--- src/rtl/sd_reg_bank_pkg.sv ---
// Shared types and constants for the SD host register bank: access-type
// codes, handshake FSM states, SD register indices and the default masks
// for the SD register map.
package sd_reg_bank_pkg;

  // Who owns a word and how host writes affect it.
  typedef enum logic [1:0] {
    ACC_RW  = 2'd0,  // host-owned, byte-enabled writes
    ACC_RO  = 2'd1,  // hardware-owned, loaded via hw_ld
    ACC_W1C = 2'd2   // status: hardware sets, host writes 1 to clear
  } acc_t;

  // Host handshake FSM states.
  typedef enum logic {
    ST_IDLE = 1'b0,
    ST_ACK  = 1'b1
  } state_t;

  // SD register indices. Index 1 is the normal interrupt enable word,
  // which the bank uses as its default interrupt enable.
  localparam int REG_NISR    = 0;
  localparam int REG_PSR     = 2;
  localparam int REG_EISR    = 3;
  localparam int REG_TMR     = 4;
  localparam int REG_BCR     = 5;
  localparam int REG_BSR     = 6;
  localparam int REG_CR      = 7;
  localparam int REG_BGCR    = 8;
  localparam int REG_ARG     = 9;
  localparam int REG_RESP    = 10;
  localparam int REG_ADMASAR = 11;

  // Default masks for the SD map: present state and response are
  // hardware-owned; the two interrupt status words are W1C.
  localparam logic [15:0] SD_RO_MASK  = 16'h0404;
  localparam logic [15:0] SD_W1C_MASK = 16'h0009;

  // Resolve a word's access type from its RO / W1C mask bits.
  function automatic acc_t acc_of(input logic is_ro, input logic is_w1c);
    if (is_ro)       return ACC_RO;
    else if (is_w1c) return ACC_W1C;
    else             return ACC_RW;
  endfunction

endpackage

--- src/rtl/sd_reg_bank_cell.sv ---
// One DATA_W register word whose update rule is fixed by its access type.
// The host write arrives already byte-masked (wmask); nxt exposes the
// post-update value so the top level can register the interrupt from it.
module sd_reg_bank_cell
  import sd_reg_bank_pkg::*;
#(
  parameter int   DATA_W = 32,
  parameter acc_t ACC    = ACC_RW
) (
  input  logic              clk,
  input  logic              rst,
  input  logic              wr_en,
  input  logic [DATA_W-1:0] wmask,
  input  logic [DATA_W-1:0] wdata,
  input  logic [DATA_W-1:0] set,
  input  logic              ld,
  input  logic [DATA_W-1:0] ld_data,
  output logic [DATA_W-1:0] q,
  output logic [DATA_W-1:0] nxt
);

  // Next-value rule per access type; inputs that do not apply are ignored.
  always_comb begin
    nxt = q;
    case (ACC)
      ACC_RW: begin
        if (wr_en) nxt = (q & ~wmask) | (wdata & wmask);
      end
      ACC_RO: begin
        if (ld) nxt = ld_data;
      end
      default: begin
        // Set is ORed in after the clear so it wins on a collision.
        nxt = (q & ~(wr_en ? (wdata & wmask) : '0)) | set;
      end
    endcase
  end

  // Word storage.
  always_ff @(posedge clk or posedge rst) begin
    if (rst) q <= '0;
    else     q <= nxt;
  end

endmodule

--- src/rtl/sd_reg_bank.sv ---
// SD host register bank: N_REGS words of RW / RO / W1C type behind a
// req/ack host port, with hardware set/load inputs and a registered
// interrupt from the status and enable words.
//
// Handshake: the host raises req with we/addr/wdata/be stable and holds it
// until ack. The bank samples and performs the access on the first edge
// req is seen in IDLE, then pulses ack for exactly one cycle with rdata
// (pre-update word value) and err. req seen during the ACK cycle is not a
// new request, so held-high req completes one access every two cycles.
module sd_reg_bank
  import sd_reg_bank_pkg::*;
#(
  parameter int                DATA_W   = 32,
  parameter int                N_REGS   = 16,
  parameter logic [N_REGS-1:0] RO_MASK  = '0,
  parameter logic [N_REGS-1:0] W1C_MASK = '0,
  parameter int                INT_STAT = 0,
  parameter int                INT_EN   = 1,
  localparam int               ADDR_W   = $clog2(N_REGS),
  localparam int               BE_W     = DATA_W / 8
) (
  input  logic                     CLK,
  input  logic                     RESET,
  input  logic                     req,
  input  logic                     we,
  input  logic [ADDR_W-1:0]        addr,
  input  logic [DATA_W-1:0]        wdata,
  input  logic [BE_W-1:0]          be,
  output logic                     ack,
  output logic [DATA_W-1:0]        rdata,
  output logic                     err,
  input  logic [N_REGS*DATA_W-1:0] hw_set,
  input  logic [N_REGS-1:0]        hw_ld,
  input  logic [N_REGS*DATA_W-1:0] hw_ld_data,
  output logic [N_REGS*DATA_W-1:0] regs_q,
  output logic                     irq
);

  state_t              state_q, state_d;
  logic                access;
  logic [DATA_W-1:0]   wmask;
  logic [DATA_W-1:0]   q_w   [N_REGS];
  logic [DATA_W-1:0]   nxt_w [N_REGS];
  logic [N_REGS-1:0]   wr_sel;
  logic [DATA_W-1:0]   rd_word;
  logic                in_range;
  logic                ro_hit;
  logic                err_d;

  // Expand byte enables into a per-bit write mask.
  for (genvar k = 0; k < BE_W; k++) begin : g_mask
    assign wmask[8*k +: 8] = {8{be[k]}};
  end

  // Handshake state register.
  always_ff @(posedge CLK or posedge RESET) begin
    if (RESET) state_q <= ST_IDLE;
    else       state_q <= state_d;
  end

  // Next state; an access is performed on the edge that leaves IDLE.
  always_comb begin
    state_d = state_q;
    access  = 1'b0;
    case (state_q)
      ST_IDLE: begin
        if (req) begin
          access  = 1'b1;
          state_d = ST_ACK;
        end
      end
      ST_ACK:  state_d = ST_IDLE;
      default: state_d = ST_IDLE;
    endcase
  end

  assign ack = (state_q == ST_ACK);

  // Address decode: write select, read mux, range and RO detection.
  always_comb begin
    rd_word  = '0;
    ro_hit   = 1'b0;
    in_range = 1'b0;
    wr_sel   = '0;
    for (int i = 0; i < N_REGS; i++) begin
      if (addr == ADDR_W'(i)) begin
        rd_word   = q_w[i];
        ro_hit    = RO_MASK[i];
        in_range  = 1'b1;
        wr_sel[i] = access & we;
      end
    end
    err_d = ~in_range | (we & ro_hit);
  end

  for (genvar i = 0; i < N_REGS; i++) begin : g_cell
    sd_reg_bank_cell #(
      .DATA_W (DATA_W),
      .ACC    (acc_of(RO_MASK[i], W1C_MASK[i]))
    ) u_cell (
      .clk     (CLK),
      .rst     (RESET),
      .wr_en   (wr_sel[i]),
      .wmask   (wmask),
      .wdata   (wdata),
      .set     (hw_set[i*DATA_W +: DATA_W]),
      .ld      (hw_ld[i]),
      .ld_data (hw_ld_data[i*DATA_W +: DATA_W]),
      .q       (q_w[i]),
      .nxt     (nxt_w[i])
    );
    assign regs_q[i*DATA_W +: DATA_W] = q_w[i];
  end

  // Response data: captured on the access edge, zero outside the ACK cycle.
  always_ff @(posedge CLK or posedge RESET) begin
    if (RESET) begin
      rdata <= '0;
      err   <= 1'b0;
    end else if (access) begin
      rdata <= in_range ? rd_word : '0;
      err   <= err_d;
    end else begin
      rdata <= '0;
      err   <= 1'b0;
    end
  end

  // Interrupt registered from the post-update status and enable words.
  always_ff @(posedge CLK or posedge RESET) begin
    if (RESET) irq <= 1'b0;
    else       irq <= |(nxt_w[INT_STAT] & nxt_w[INT_EN]);
  end

endmodule

--- config.mk ---
export PLATFORM = sky130hd
export DESIGN_NAME = sd_reg_bank
export DESIGN_NICKNAME = d
export VERILOG_FILES = /design/src/rtl/sd_reg_bank_pkg.sv /design/src/rtl/sd_reg_bank_cell.sv /design/src/rtl/sd_reg_bank.sv
export SDC_FILE = /design/constraint.sdc
export NUM_CORES = 1
export LEC_CHECK = 0
export CAP_MARGIN = 20
export CORE_AREA = 3 3 634 636
export CTS_BUF_LIST = sky130_fd_sc_hd__clkbuf_4
export CTS_CLUSTER_DIAMETER = 120
export CTS_CLUSTER_SIZE = 24
export DETAILED_ROUTE_END_ITERATION = 10
export DIE_AREA = 0 0 637 639
export GPL_TIMING_DRIVEN = 0
export PLACE_DENSITY = 0.32
export SYNTH_ARGS = -nofsm -noshare
export SYNTH_HDL_FRONTEND = slang
export SYNTH_SLANG_ARGS = --single-unit
--- constraint.sdc ---
create_clock -name CLK -period 58.1 [get_ports CLK]
set_input_delay 17.43 -clock CLK [delete_from_list [all_inputs] [get_ports CLK]]
set_output_delay 17.43 -clock CLK [all_outputs]
set_load 0.05 [all_outputs]
==> Yosys cells after proc, flatten, opt, wreduce, memory -nomap -nowiden <==
Index checks and enable logic that the tools add are counted.
{ "op_classes": {"addsub": 0, "n_mul": 0, "div": 0, "order_cmp": 0, "n_eq_ne": 15, "n_shift": 0, "mux": 56, "bitwise_logic": 38, "reduce_logical": 2} }
{ "ops": {"columns": ["operator", "n"], "rows": [
  ["32-bit two-way mux", 20],
  ["32-bit bitwise AND", 18],
  ["32-bit OR", 16],
  ["1-bit two-way mux", 35],
  ["4-bit == test, second input constant", 8],
  ["32-bit NOT", 1],
  ["32-bit OR reduction", 1],
  ["4-bit by 3-bit == test with 1-bit output, second input constant", 4],
  ["4-bit by 2-bit == test with 1-bit output, second input constant", 2],
  ["4-bit by 1-bit == test with 1-bit output, second input constant", 1],
  ["4-bit logical NOT", 1],
  ["1-bit NOT", 2],
  ["1-bit case mux with 2 select lines", 1],
  ["1-bit bitwise AND", 1]
]} }
{ "word_totals": {"ff_bits": 547, "latchBits": 0, "mem_bits_rw": 0, "rom_bits": 0, "in_bits": 1084, "output_inout_bits": 547, "elab_cells": 131, "n_memories": 0} }

==> Logic depth before layout (Yosys ltp) <==
{ "logic_depth": {"ltp_word": 19, "ltp_mapped": 11, "ltp_nobuf": 6} }

==> Hierarchy <==
A second synthesis with hierarchy kept.
{ "hier_totals": {"hier_cells": 2510, "hier_area_um2": 29686.0} }
{ "modules_own_cells": {"columns": ["module", "n_inst", "cells_per_inst", "area_each_um2", "seq_area_each_um2"], "rows": [
  ["sd_reg_bank_cell", 16, 100, 1431.4, 800.8],
  ["sd_reg_bank", 1, 910, 6784.0, 875.8]
]} }

==> Worst setup path before layout <==
Ideal clock, no wire load.
{ "synth_timing": {"kind": "input to register", "from": "input port addr[1]", "to": "register irq", "arrival_ps": 18835, "t_required_ps": 57960, "slack_ps": 39126, "path_stages": 9, "path_cell_list": "buf_4 -> buf_6 -> buf_6 -> buf_6 -> buf_2 -> nor4_1 -> o22ai_1 -> nor4_1 -> nand4_1"} }
{ "synth_between": {"elab_chain_len": 5, "elab_cells_between_ends": 8} }
{ "synth_rtl": {"columns": ["element", "line_no", "source"], "rows": [
  ["start: declaration", "sd_reg_bank.sv:26", "input logic [ADDR_W-1:0] addr,"],
  ["4-bit by 1-bit == test with 1-bit output or 4-bit logical NOT (tied branches)", "sd_reg_bank.sv:86", "if (addr == ADDR_W'(i)) begin"],
  ["1-bit two-way mux", "sd_reg_bank.sv:86", null],
  ["32-bit two-way mux", "sd_reg_bank_cell.sv:27", "if (wr_en) nxt = (q & ~wmask) | (wdata & wmask);"],
  ["32-bit bitwise AND *", "sd_reg_bank.sv:132", "else irq <= |(nxt_w[INT_STAT] & nxt_w[INT_EN]);"],
  ["32-bit OR reduction *", "sd_reg_bank.sv:132", null],
  ["end signal: assignment", "sd_reg_bank.sv:132", null],
  ["end: declaration", "sd_reg_bank.sv:36", "output logic irq"]
]} }
Every way passes the cells marked *; elsewhere a longest branch is shown, timed or not.
A chain may end at the register's enable or synchronous reset.

==> Worst setup path in the final report <==
{ "layout_timing": {"from": "input port addr[2]", "to": "register rdata[5]"} }
{ "layout_between": {"elab_chain_len": 19, "elab_cells_between_ends": 50} }
{ "layout_rtl": {"columns": ["element", "line_no", "source"], "rows": [
  ["4-bit logical NOT", "sd_reg_bank.sv:86", null],
  ["32-bit two-way mux or 1-bit two-way mux (tied branches) (16 in series)", "sd_reg_bank.sv:86", null],
  ["32-bit two-way mux *", "sd_reg_bank.sv:121", "rdata <= in_range ? rd_word : '0;"],
  ["32-bit two-way mux *", "sd_reg_bank.sv:120", "end else if (access) begin"],
  ["end signal: assignment", "sd_reg_bank.sv:121", null],
  ["end: declaration", "sd_reg_bank.sv:30", "output logic [DATA_W-1:0] rdata,"]
]} }
Marked as above.

==> results.txt <==
- Kind of critical path: input port to register
* Drc violations: 0
* Weighted congestion at the end of routability-driven global placement: a little over 0.8
- Clk sinks: 547
- The routed layout has 22600 vias.
- For the worst-skew pair, the clock arrives at the later sink with an insertion delay of between 1000 and 1500 ps.
- Register bit count reported by yosys: about 550
- The floorplan step set the die height to 639 microns.
- The number of global-route vias before repair came to 22400.
- Total Die Area: between 400000 and 500000 sq um
- Total of endpoints with negative setup slack in the final report: 0
- Yosys instantiated no cell more often than dfrtp_1.
- After floorplanning, the core was divided into about 230 placement rows.
* Maximum Capacitance Violations: 0
- The clock period could shrink to about 21000 ps.
- The HPWL after detailed placement is about 220000 microns.
- Worst slew pin tran: about 1100 ps
* Number of slew-limit violations in the final report: 0
- VDD sags by at most 0.0000156 V.
* Global-route wire length before repair: between 300000 and 400000 microns
- Accumulated negative setup slack: 0 ps
- CTS H-tree depth: 2
- Count of different cell masters after synthesis: 70
- Inserted Clock Buffers: 35
- Library cell with the largest summed area after synthesis: dfrtp_1
- Counting cells, the worst reg-to-reg path comes to 6.
- In this run the critical register-to-register path is launched from ack$_DFF_PP0_.
* Highest clock rate: approximately 47 MHz
* Area share of the largest cell type after synthesis: a little over half
- Finished Layout Cells: just under 8000
- Static Leakage: ~15 nW
- Post-synth EDFFs: 0
- Global routing used 12.3% of the available tracks across all layers.
- Initial DRT Pass Iterations: 6
- Min-delay worst type: register to register
* Synthesized instance count: just under 2000
- Data required time of the worst path: ~59000 ps
* Critical path origin: addr[2]
* Primary FF master, synth: dfrtp_1
- Dividing the synthesized area by the synthesized cell count gives ~13 sq um.
* Top fanout value on the critical path: 10
- Data on the critical path arrives at its endpoint at ~22000 ps.
- Including well taps, the total number of placed cells is 7841.
- For this run, the register share of the synthesized area comes to a little over half.
- Entering global routing, the biggest net connects around 110 pins.
* Kind of start point of the critical path: input port
* Layout area overhead: 53.9%
- Die width: 637 microns
* Share of cells above drive strength 1: about 30%
- The first routing iteration left between 2000 and 2500 violations.
* Clock-pin slew reported for the worst setup and hold paths after clock tree synthesis: roughly 250 ps
* Total of buffers placed on input and output ports: 590
- In this run the tightest slew margin relative to its limit is a little under a quarter.
* Post-Place Cell Area: between 30000 and 40000 sq um
- The run finished with clean final reports.
- Share of synthesized registers carrying an async set or reset: 100%
- Final ANT Viol Nets: 0
* # hold bufs at CTS: 0
- The worst path uses between 30 and 40% of the clock period.
* Clock root buffer: clkbuf_4
* Clock tree from TritonCTS: built
- Synth warn: 0
- Post-CTS timing repair inserted 0 buffers for setup.
- NumNets Final: 3722
* Grt ovf: 0
- Initial antenna violation count: 63
- Floorplan Core Area: approximately 400000 sq um
* Termination of the worst setup path: rdata[5]$_DFF_PP0_
* Most frequent cells after synthesis: 547 x dfrtp_1, 496 x mux2_2, 142 x nand2_1
- The count of endpoints failing hold in the final timing report was 0.
* Top-level port count: 1631
- Post-cts gate resize count: 0
* Initial cell density of the core: 6.41%
- Critical Path Sink Type: register
- Power density relative to cell area: roughly 28 nW/um^2
- Clk_skew: 213 ps
- Maximum number of buffers from clock root to sink: 3
- Counting every net in the synthesized netlist gives just over 3000.
* Worst reg2reg endpoint: rdata[5]$_DFF_PP0_
- Top post-synthesis cells by area: dfrtp_1 54%, mux2_2 22%, mux4_2 2.7%, nand2_1 2.1%, a21oi_1 2.0%
- After detailed routing, the average wire length per cell comes to 32.9 microns.
- Vias per cell: between 2 and 3
- Summed over all layers, the routed wires come to between 200000 and 300000 microns.
- RSZ-0062 raised after global routing: no
* Slack of the worst reg-to-reg path: between 50000 and 60000 ps
* Combined area of all synthesized cells: 25400 sq um
- Final Cell Area: ~40000 sq um
==> metrics by stage <==
stage / setup WS [ps] / power [W] / hold slack [ps] / utilization [%]
2_1_floorplan: 25380 / 0.000667 / 760 / -
5_1_grt: 36980 / 0.00113 / 577 / 9.85
6_report: 36960 / 0.00110 / 564 / 9.86
4_1_cts: 36950 / 0.00112 / 564 / 9.84
3_3_place_gp: 15390 / 0.000896 / 513 / 9.55
3_5_place_dp: 35770 / 0.000900 / 516 / 9.71
==> area by class of cell <==
type / instances / area [sq um]
Timing Repair Buffer: 620 / 6480
Buffer: 138 / 786
Antenna cell: 19 / 47.5
Multi-Input combinational cell: 1282 / 10900
Sequential cell: 547 / 13700
Clock inverter: 18 / 273
Inverter: 14 / 60.1
Clock buffer: 36 / 270
Tap cell: 5242 / 6560
Fill cell: 45500 / 357000
==> routing by layer <==
metal  share of wire (%)  vias to the layer above  global-route usage, %  routed length (microns)
met5               0.011                        -                      0                       28
met4                 3.3                        4                   3.28                     8530
met1                  39                    12500                   14.5                   102000
met2                  49                     1211                   21.3                   127000
li1                    -                     8684                      -                        -
met3                 8.8                      222                   4.08                    22900
==> cells by family after synthesis <==
logic type / count (synthesis) / share of synthesized area (%)
flops: 547 / 53.9
simple gates: 343 / 7.25
other cells: 1 / 0.0148
compound gates: 386 / 9.90
mux: 552 / 25.7
buf+inv: 152 / 3.18
==> power by group <==
group / switching (W) / total [W] / leakage, nW / internal, W
logic: 0.000293 / 0.000409 / 7.03 / 0.000115
registers: 0.0000585 / 0.000479 / 7.36 / 0.000420
clock network: 0.000163 / 0.000213 / 0.300 / 0.0000499
total: 0.000515 / 0.00110 / 14.7 / 0.000585
==> placed cells by master (no fill, tap or decap), types with 40 or more instances in the layout <==
cell type,synthesis,routed
dfrtp_1,547,547
nor2_1,45,45
a21oi_1,104,104
mux2_2,496,496
nand2_1,142,142
a22oi_1,40,40
o21ai_0,63,63
clkdlybuf4s50_1,0,589
clkbuf_1,63,40
o22ai_1,65,65
buf_2,40,43
==> critical path: stages <==
cell             delay, ps
clkdlybuf4s50_1        480
buf_4                  210
clkinv_1               500
nor2_2                 100
nand3_1                570
buf_2                  810
buf_2                  810
o221ai_1               270
a21oi_1                720
==> worst min-delay path by stage <==
stage | from | end | cells past startpoint
2_1_floorplan | g_cell[1].u_cell.q[16]$_DFF_PP0_ | g_cell[1].u_cell.q[16]$_DFF_PP0_ | 2
3_3_place_gp | register | register | 1
3_5_place_dp | register | register | 1
4_1_cts | register | register | 1
5_1_grt | register | register | 1
6_report | register | register | 1
(Power assumes the default switching activity.)
